[config.mk]
export PLATFORM = sky130hd
export DESIGN_NAME = alu_op_sequencer_flat
export DESIGN_NICKNAME = d
export VERILOG_FILES = /design/src/rtl/alu_op_sequencer_if.sv /design/src/rtl/alu_op_sequencer.sv /design/src/flat_wrapper.sv
export SDC_FILE = /design/constraint.sdc
export NUM_CORES = 1
export LEC_CHECK = 0
export ABC_AREA = 1
export ABC_CLOCK_PERIOD_IN_PS = 1900
export CORE_AREA = 2 2 70 72
export CTS_CLUSTER_DIAMETER = 150
export DETAILED_ROUTE_END_ITERATION = 10
export DIE_AREA = 0 0 72 74
export GPL_TIMING_DRIVEN = 0
export PLACE_DENSITY = 0.84
export SYNTH_ARGS = -nofsm -noshare
export SYNTH_HDL_FRONTEND = slang
export SYNTH_SLANG_ARGS = --single-unit
[constraint.sdc]
create_clock -name clk -period 1.9 [get_ports clk]
set_input_delay 0.38 -clock clk [delete_from_list [all_inputs] [get_ports clk]]
set_output_delay 0.38 -clock clk [all_outputs]
set_load 0.1 [all_outputs]
[src/rtl/alu_op_sequencer_if.sv]
// Command, ALU-side and response signals of the ALU operation sequencer.
// slave is the sequencer; master is the command source, consumer and ALU.
interface alu_op_sequencer_if #(
  parameter int unsigned WIDTH = 8,
  parameter int unsigned SEL_W = 4,
  parameter int unsigned CNT_W = 16
);
  logic             cmd_valid;
  logic             cmd_ready;
  logic [SEL_W-1:0] cmd_sel;
  logic [WIDTH-1:0] cmd_a;
  logic [WIDTH-1:0] cmd_b;
  logic             cmd_chain;
  logic [WIDTH-1:0] alu_a;
  logic [WIDTH-1:0] alu_b;
  logic [SEL_W-1:0] alu_sel;
  logic [WIDTH-1:0] alu_out;
  logic             alu_carry;
  logic             rsp_valid;
  logic             rsp_ready;
  logic [WIDTH-1:0] rsp_result;
  logic             rsp_carry;
  logic             rsp_zero;
  logic [CNT_W-1:0] op_count;

  modport master (
    output cmd_valid, cmd_sel, cmd_a, cmd_b, cmd_chain, alu_out, alu_carry, rsp_ready,
    input  cmd_ready, alu_a, alu_b, alu_sel, rsp_valid, rsp_result, rsp_carry, rsp_zero,
           op_count
  );

  modport slave (
    input  cmd_valid, cmd_sel, cmd_a, cmd_b, cmd_chain, alu_out, alu_carry, rsp_ready,
    output cmd_ready, alu_a, alu_b, alu_sel, rsp_valid, rsp_result, rsp_carry, rsp_zero,
           op_count
  );
endinterface

[src/rtl/alu_op_sequencer.sv]
// Clocked front-end for a combinational ALU: registers one command onto the ALU
// inputs, waits a settle time, captures the result and offers it downstream.
module alu_op_sequencer #(
  parameter int unsigned WIDTH  = 8,
  parameter int unsigned SEL_W  = 4,
  parameter int unsigned SETTLE = 1,
  parameter int unsigned CNT_W  = 16
) (
  input logic              clk,
  input logic              reset,
  alu_op_sequencer_if.slave bus
);

  localparam int unsigned SettleEff = (SETTLE < 1) ? 1 : SETTLE;
  localparam int unsigned SetW      = (SettleEff > 1) ? $clog2(SettleEff) : 1;
  localparam logic [SetW-1:0] SettleLoad = SetW'(SettleEff - 1);

  typedef enum logic [1:0] {StIdle, StWait, StResp} state_e;

  state_e           state_q, state_d;
  logic [WIDTH-1:0] alu_a_q, alu_a_d;
  logic [WIDTH-1:0] alu_b_q, alu_b_d;
  logic [SEL_W-1:0] alu_sel_q, alu_sel_d;
  logic             rsp_valid_q, rsp_valid_d;
  logic [WIDTH-1:0] rsp_result_q, rsp_result_d;
  logic             rsp_carry_q, rsp_carry_d;
  logic             rsp_zero_q, rsp_zero_d;
  logic [CNT_W-1:0] op_count_q, op_count_d;
  logic [WIDTH-1:0] last_q, last_d;
  logic [SetW-1:0]  cnt_q, cnt_d;
  logic             cmd_ready;

  assign cmd_ready = (state_q == StIdle) && !reset;

  always_comb begin
    state_d      = state_q;
    alu_a_d      = alu_a_q;
    alu_b_d      = alu_b_q;
    alu_sel_d    = alu_sel_q;
    rsp_valid_d  = rsp_valid_q;
    rsp_result_d = rsp_result_q;
    rsp_carry_d  = rsp_carry_q;
    rsp_zero_d   = rsp_zero_q;
    op_count_d   = op_count_q;
    last_d       = last_q;
    cnt_d        = cnt_q;
    unique case (state_q)
      StIdle: begin
        if (bus.cmd_valid && cmd_ready) begin
          alu_a_d   = bus.cmd_chain ? last_q : bus.cmd_a;
          alu_b_d   = bus.cmd_b;
          alu_sel_d = bus.cmd_sel;
          cnt_d     = SettleLoad;
          state_d   = StWait;
        end
      end
      StWait: begin
        if (cnt_q != '0) begin
          cnt_d = cnt_q - SetW'(1);
        end else begin
          rsp_result_d = bus.alu_out;
          rsp_carry_d  = bus.alu_carry;
          rsp_zero_d   = (bus.alu_out == '0);
          last_d       = bus.alu_out;
          op_count_d   = op_count_q + CNT_W'(1);
          rsp_valid_d  = 1'b1;
          state_d      = StResp;
        end
      end
      StResp: begin
        // Result fields stay put after the handshake; only valid drops.
        if (rsp_valid_q && bus.rsp_ready) begin
          rsp_valid_d = 1'b0;
          state_d     = StIdle;
        end
      end
      default: state_d = StIdle;
    endcase
  end

  always_ff @(posedge clk) begin
    if (reset) begin
      state_q      <= StIdle;
      alu_a_q      <= '0;
      alu_b_q      <= '0;
      alu_sel_q    <= '0;
      rsp_valid_q  <= 1'b0;
      rsp_result_q <= '0;
      rsp_carry_q  <= 1'b0;
      rsp_zero_q   <= 1'b0;
      op_count_q   <= '0;
      last_q       <= '0;
      cnt_q        <= '0;
    end else begin
      state_q      <= state_d;
      alu_a_q      <= alu_a_d;
      alu_b_q      <= alu_b_d;
      alu_sel_q    <= alu_sel_d;
      rsp_valid_q  <= rsp_valid_d;
      rsp_result_q <= rsp_result_d;
      rsp_carry_q  <= rsp_carry_d;
      rsp_zero_q   <= rsp_zero_d;
      op_count_q   <= op_count_d;
      last_q       <= last_d;
      cnt_q        <= cnt_d;
    end
  end

  assign bus.cmd_ready  = cmd_ready;
  assign bus.alu_a      = alu_a_q;
  assign bus.alu_b      = alu_b_q;
  assign bus.alu_sel    = alu_sel_q;
  assign bus.rsp_valid  = rsp_valid_q;
  assign bus.rsp_result = rsp_result_q;
  assign bus.rsp_carry  = rsp_carry_q;
  assign bus.rsp_zero   = rsp_zero_q;
  assign bus.op_count   = op_count_q;

endmodule

[src/flat_wrapper.sv]
// flat-port wrapper written by rule: the top's interface ports become plain ports
module alu_op_sequencer_flat 
#(
  parameter int unsigned WIDTH  = 8,
  parameter int unsigned SEL_W  = 4,
  parameter int unsigned SETTLE = 1,
  parameter int unsigned CNT_W  = 16
)
  (clk, reset, bus_cmd_valid, bus_cmd_sel, bus_cmd_a, bus_cmd_b, bus_cmd_chain, bus_alu_out, bus_alu_carry, bus_rsp_ready, bus_cmd_ready, bus_alu_a, bus_alu_b, bus_alu_sel, bus_rsp_valid, bus_rsp_result, bus_rsp_carry, bus_rsp_zero, bus_op_count);
  alu_op_sequencer_if #(.WIDTH(WIDTH), .SEL_W(SEL_W), .CNT_W(CNT_W)) bus_i ();
  input logic clk;
  input logic reset;
  input wire logic [$bits(bus_i.cmd_valid)-1:0] bus_cmd_valid;
  input wire logic [$bits(bus_i.cmd_sel)-1:0] bus_cmd_sel;
  input wire logic [$bits(bus_i.cmd_a)-1:0] bus_cmd_a;
  input wire logic [$bits(bus_i.cmd_b)-1:0] bus_cmd_b;
  input wire logic [$bits(bus_i.cmd_chain)-1:0] bus_cmd_chain;
  input wire logic [$bits(bus_i.alu_out)-1:0] bus_alu_out;
  input wire logic [$bits(bus_i.alu_carry)-1:0] bus_alu_carry;
  input wire logic [$bits(bus_i.rsp_ready)-1:0] bus_rsp_ready;
  output wire logic [$bits(bus_i.cmd_ready)-1:0] bus_cmd_ready;
  output wire logic [$bits(bus_i.alu_a)-1:0] bus_alu_a;
  output wire logic [$bits(bus_i.alu_b)-1:0] bus_alu_b;
  output wire logic [$bits(bus_i.alu_sel)-1:0] bus_alu_sel;
  output wire logic [$bits(bus_i.rsp_valid)-1:0] bus_rsp_valid;
  output wire logic [$bits(bus_i.rsp_result)-1:0] bus_rsp_result;
  output wire logic [$bits(bus_i.rsp_carry)-1:0] bus_rsp_carry;
  output wire logic [$bits(bus_i.rsp_zero)-1:0] bus_rsp_zero;
  output wire logic [$bits(bus_i.op_count)-1:0] bus_op_count;
  assign bus_i.cmd_valid = bus_cmd_valid;
  assign bus_i.cmd_sel = bus_cmd_sel;
  assign bus_i.cmd_a = bus_cmd_a;
  assign bus_i.cmd_b = bus_cmd_b;
  assign bus_i.cmd_chain = bus_cmd_chain;
  assign bus_i.alu_out = bus_alu_out;
  assign bus_i.alu_carry = bus_alu_carry;
  assign bus_i.rsp_ready = bus_rsp_ready;
  assign bus_cmd_ready = bus_i.cmd_ready;
  assign bus_alu_a = bus_i.alu_a;
  assign bus_alu_b = bus_i.alu_b;
  assign bus_alu_sel = bus_i.alu_sel;
  assign bus_rsp_valid = bus_i.rsp_valid;
  assign bus_rsp_result = bus_i.rsp_result;
  assign bus_rsp_carry = bus_i.rsp_carry;
  assign bus_rsp_zero = bus_i.rsp_zero;
  assign bus_op_count = bus_i.op_count;
  alu_op_sequencer #(.WIDTH(WIDTH), .SEL_W(SEL_W), .SETTLE(SETTLE), .CNT_W(CNT_W)) u_core (.clk(clk), .reset(reset), .bus(bus_i));
endmodule
======== Yosys cells after proc, flatten, opt, wreduce, memory -nomap -nowiden ========
Cells that the tools add are included.
storage, ports and cells
  logic and storage cells ................. 42
  bits in registers ....................... 50
  bits of input ports ..................... 34
  output and inout port bits .............. 48
cells by class
  equal/unequal tests ..................... 5
  reduce and logical (&&, ||, !) cells .... 13
  bitwise gates (word level) .............. 1
  muxes and demuxes ....................... 11
  add/sub/neg operators ................... 2
operators with widths
  cell                     count
  $add A16 B1 Y16 const B  1
  $logic_not A8 Y1         1
  $mux W8                  1
  $mux W2                  3
  $pmux W2 S3              1
  $reduce_and A2 Y1        3
  $reduce_and A3 Y1        2
  $mux W1                  4
  $ne A2 B2 Y1 const B     2
  $pmux W1 S2              2
  $reduce_bool A2 Y1       2
  $logic_and A1 B1 Y1      3
  $eq A2 B1 Y1 const B     1
  $eq A2 B2 Y1 const B     1
  $logic_not A2 Y1         1
  $ne A2 B1 Y1 const B     1
  $logic_not A1 Y1         1
  $not A1 Y1               1
  $sub A1 B1 Y1 const B    1

======== Depth between registers and ports, before layout ========
  depth in word-level cells ............... 5
  depth in mapped cells ................... 9
  mapped depth without buffers ............ 9

======== Worst setup path before layout ========
No wires, ideal clock.
  path kind ............................... register -> register
  from .................................... reg u_core.state_q[0]
  to ...................................... reg u_core.alu_a_q[4] (netlist: u_core.bus.alu_a[4])
  clock period less this slack ............ 2329 ps
  required time ........................... 1768 ps
  arrival ................................. 2197 ps
  path slack .............................. -429 ps
  stages on the path, launching flop included .. 6
  path through ............................ dfxtp_1 > nor3_2 > nand2_1 > buf_2 > nand2_1 > a21oi_1
between the ends
  cells in the longest elaborated chain, start to end .. 4
RTL lines
  what                         line                    RTL
  from (decl)                  alu_op_sequencer.sv:20  state_e state_q, state_d;
  from (signal assigned)       alu_op_sequencer.sv:83  state_q <= StIdle;
  from (signal assigned)       alu_op_sequencer.sv:95  state_q <= state_d;
  $logic_not A2 Y1             alu_op_sequencer.sv:33  assign cmd_ready = (state_q == StIdle) && !reset;
  $logic_and A1 B1 Y1          alu_op_sequencer.sv:33
  via bus_cmd_ready            flat_wrapper.sv:21      output wire logic [$bits(bus_i.cmd_ready)-1:0] bus_cmd_ready;
  $logic_and A1 B1 Y1          alu_op_sequencer.sv:49  if (bus.cmd_valid && cmd_ready) begin
  $reduce_and A2 Y1 (no line)  n/a
  to (signal assigned)         alu_op_sequencer.sv:96  alu_a_q <= alu_a_d;
  to (decl)                    alu_op_sequencer.sv:21  logic [WIDTH-1:0] alu_a_q, alu_a_d;
The timed path passes the listed nets, and every way through them passes these cells.
A chain may end at the register's enable or synchronous reset.

======== Worst setup path in the final report ========
  from .................................... reg u_core.alu_a_q[1] (netlist: u_core.bus.alu_a[1])
  to ...................................... out bus_alu_a[1]
RTL lines
  what       line                RTL
  to (decl)  flat_wrapper.sv:22  output wire logic [$bits(bus_i.alu_a)-1:0] bus_alu_a;
No word-level cell between the ends.

==> impl_metrics.env <==
export IMPL_drt_vias_per_instance=4.867
export IMPL_dp_slack_ns=-0.6583
export IMPL_routed_wl_microns=5325
export IMPL_grt_pass1_wl_microns=9032
export IMPL_crit_start="u_core.bus.alu_a[1]"
export IMPL_path_buf_inv=1
export IMPL_cts_tree="done"
export IMPL_yosysSeqAreaShare_pct=46.61
export IMPL_synth_area_per_cell_sq_um=6.969
export IMPL_fp_dieArea_sq_um=5328
export IMPL_clk_latency_ns=0.30
export IMPL_skew_ns=0.005753
export IMPL_p_leak_nw=1.245
export IMPL_total_power_mw=2.291
export IMPL_dp_cells=437
export IMPL_maxCapViolCount=0
export IMPL_setup_slack_ns=0.03411
export IMPL_first_pass_iters=4
export IMPL_routedWlPerCell_microns=11.99
export IMPL_ir_drop_uv=420.4
export IMPL_finalNetCount=425
export IMPL_place_gp_congestion=0.8322
export IMPL_hp_start="u_core.bus.alu_a[6]"
export IMPL_max_freq_mhz=535.9
export IMPL_path_class="reg2out"
export IMPL_num_vias=2161
export IMPL_grt_max_degree=14
export IMPL_rsz0062_at_grt="false"
export IMPL_port_buffers=81
export IMPL_critPathCaptureType="primary output"
export IMPL_root_buffer="clkbuf_8"
export IMPL_gr_total_overflow=0
export IMPL_drcViolationCount=0
export IMPL_drive_above_1_share_pct=13.59
export IMPL_ant_nets=0
export IMPL_grt_pass1_vias=2047
export IMPL_path_cells="clkdlybuf4s15_1"
export IMPL_syn_nets=337
export IMPL_slowest_delay_ns=0.83
export IMPL_die_height_microns=74
export IMPL_finalCritPeriodShare_pct=98.20
export IMPL_min_path_type="reg2reg"
export IMPL_initial_core_util_pct=45.77
export IMPL_ys_types=24
export IMPL_cts_sinks=49
export IMPL_critPathTopFamily="buffers and inverters"
export IMPL_core_sq_um=4598
export IMPL_drt_first_iter_violations=87
export IMPL_grt_use_total_pct=21.34
export IMPL_hold_violations=0
export IMPL_cp_required_ns=1.52
export IMPL_yosysWarnings=0
export IMPL_hpwl_microns=4004
export IMPL_status="finished, final reports clean"
export IMPL_clkTransAtPathRegs_ns=0.08
export IMPL_clock_path_buffers=2
export IMPL_power_density_nw_per_um2=753.6
export IMPL_antennaDiodeCount=0
export IMPL_slew_viol_final=0
export IMPL_worst_pin_slew_ns=0.9619
export IMPL_relSlewSlack_pct=36.12
export IMPL_critPathLaunchType="flop"
export IMPL_rows=25
export IMPL_synth_ff_latch_count=49
export IMPL_syn2layout_area_growth_pct=44.47
export IMPL_synthCells=302
export IMPL_io_pins=82
export IMPL_min_period_ns=1.866
export IMPL_setup_viol_count_final=0
export IMPL_antenna_found_initial=0
export IMPL_crit_path_max_fanout=2
export IMPL_die_w_microns=72
export IMPL_htreeDepth=2
export IMPL_mappedNetlistArea_sq_um=2105
export IMPL_fin_area_sq_um=3040
export IMPL_slowest_stage="clkdlybuf4s15_1"
export IMPL_r2r_start="u_core.state_q[0]"
export IMPL_final_cells=444
export IMPL_cts_made_buffers=5
export IMPL_placed_cell_area_sq_um=2993
export IMPL_arrival_ns=1.49
export IMPL_tns_ns=0
-- synthesized netlist by cell type --
cell type	n	area share, %
ha_1	1	0.59
buf_1	1	0.18
inv_1	33	5.9
dfxtp_1	49	47
o21ai_0	24	5.7
nand2_2	2	0.59
nand2_1	86	15
buf_2	6	1.4
xor2_1	1	0.42
nor3_2	1	0.48
nor2_4	2	1.1
nand4_1	2	0.59
buf_6	2	1.1
a21oi_1	31	7.4
nor2_2	2	0.59
inv_2	1	0.18
a211oi_1	1	0.36
nor3_1	3	0.71
o21bai_1	2	0.71
clkbuf_1	3	0.54
nand3_1	8	1.9
a31oi_1	1	0.30
nor2_1	39	7.0
xnor2_1	1	0.42
-- cells in the final DEF, fill, tap and decap left out, types with 4 or more instances in the layout --
master and n:
a21oi_1 31, buf_2 6, clkbuf_1 4, clkbuf_2 11, clkbuf_8 6, clkdlybuf4s15_1 19, clkdlybuf4s15_2 16, clkdlybuf4s50_1 33
dfxtp_1 46, inv_1 33, nand2_1 86, nand3_1 8, nor2_1 39, o21ai_0 24
-- cell type report --
type	count	area (sq um)
Timing Repair Buffer	81	772.0
Buffer	12	67.56
Fill cell	416	1558
Inverter	34	127.6
Clock buffer	7	86.33
Multi-Input combinational cell	207	934.6
Sequential cell	49	984.7
Tap cell	54	67.56
-- kinds of logic after synthesis --
| group | Yosys count | share of synthesized area [%] |
|---|---|---|
| and+or+nand+nor | 145 | 28.24 |
| buffers and inverters | 46 | 9.274 |
| DFF | 49 | 46.61 |
| xor gates and xnor gates | 2 | 0.8325 |
| adders and majority gates | 1 | 0.5944 |
| AOI/OAI and AO/OA | 59 | 14.45 |
-- where the power goes --
group	total [mW]	switching [mW]	internal, mW
sequential	1.10	0.0305	1.07
clock	0.621	0.332	0.289
combinational	0.570	0.421	0.150
total	2.29	0.783	1.51
-- per-layer routing --
metal  wire, microns  share of wire [%]  track usage [%]
met5               0                  0                0
met4             117                2.2            8.176
met3             375                7.0            5.285
met2            2485                 47            38.27
met1            2347                 44            24.72
-- repair_timing --
| action | in CTS | in global routing |
|---|---|---|
| hold buffers | 0 | 0 |
| endpoints found under the setup margin | 48 | 31 |
| resized for setup | 93 | 33 |
| setup buffers | 0 | 0 |
-- metrics by stage --
stage	hold slack (ns)	utilization, %
3_5_place_dp	0.4543	65.09
3_3_place_gp	0.4516	65.09
6_report	0.4677	66.12
2_1_floorplan	0.4790	-
4_1_cts	0.4650	66.69
5_1_grt	0.4937	66.12
-- state kept, by name (all words and copies together), names as in the netlist --
register,count
u_core.bus.rsp_result,8
u_core.state_q,2
u_core.bus.alu_a,8
u_core.bus.op_count,16
u_core.bus.alu_b,8
u_core.bus.rsp_zero,1
u_core.bus.alu_sel,4
u_core.bus.rsp_carry,1
u_core.bus.rsp_valid,1
-- final timing paths --
| check | endpoint | slack [ns] | cells after the start |
|---|---|---|---|
| worst max-delay path | bus_alu_a[1] | 0.03 | 1 |
| worst min register to register | u_core.bus.alu_a[6] | 0.47 | 2 |
| worst min-delay path | u_core.bus.alu_a[6] | 0.47 | 2 |
| worst max register to register | u_core.bus.op_count[13] | 0.51 | 7 |
(Power assumes the default switching activity.)
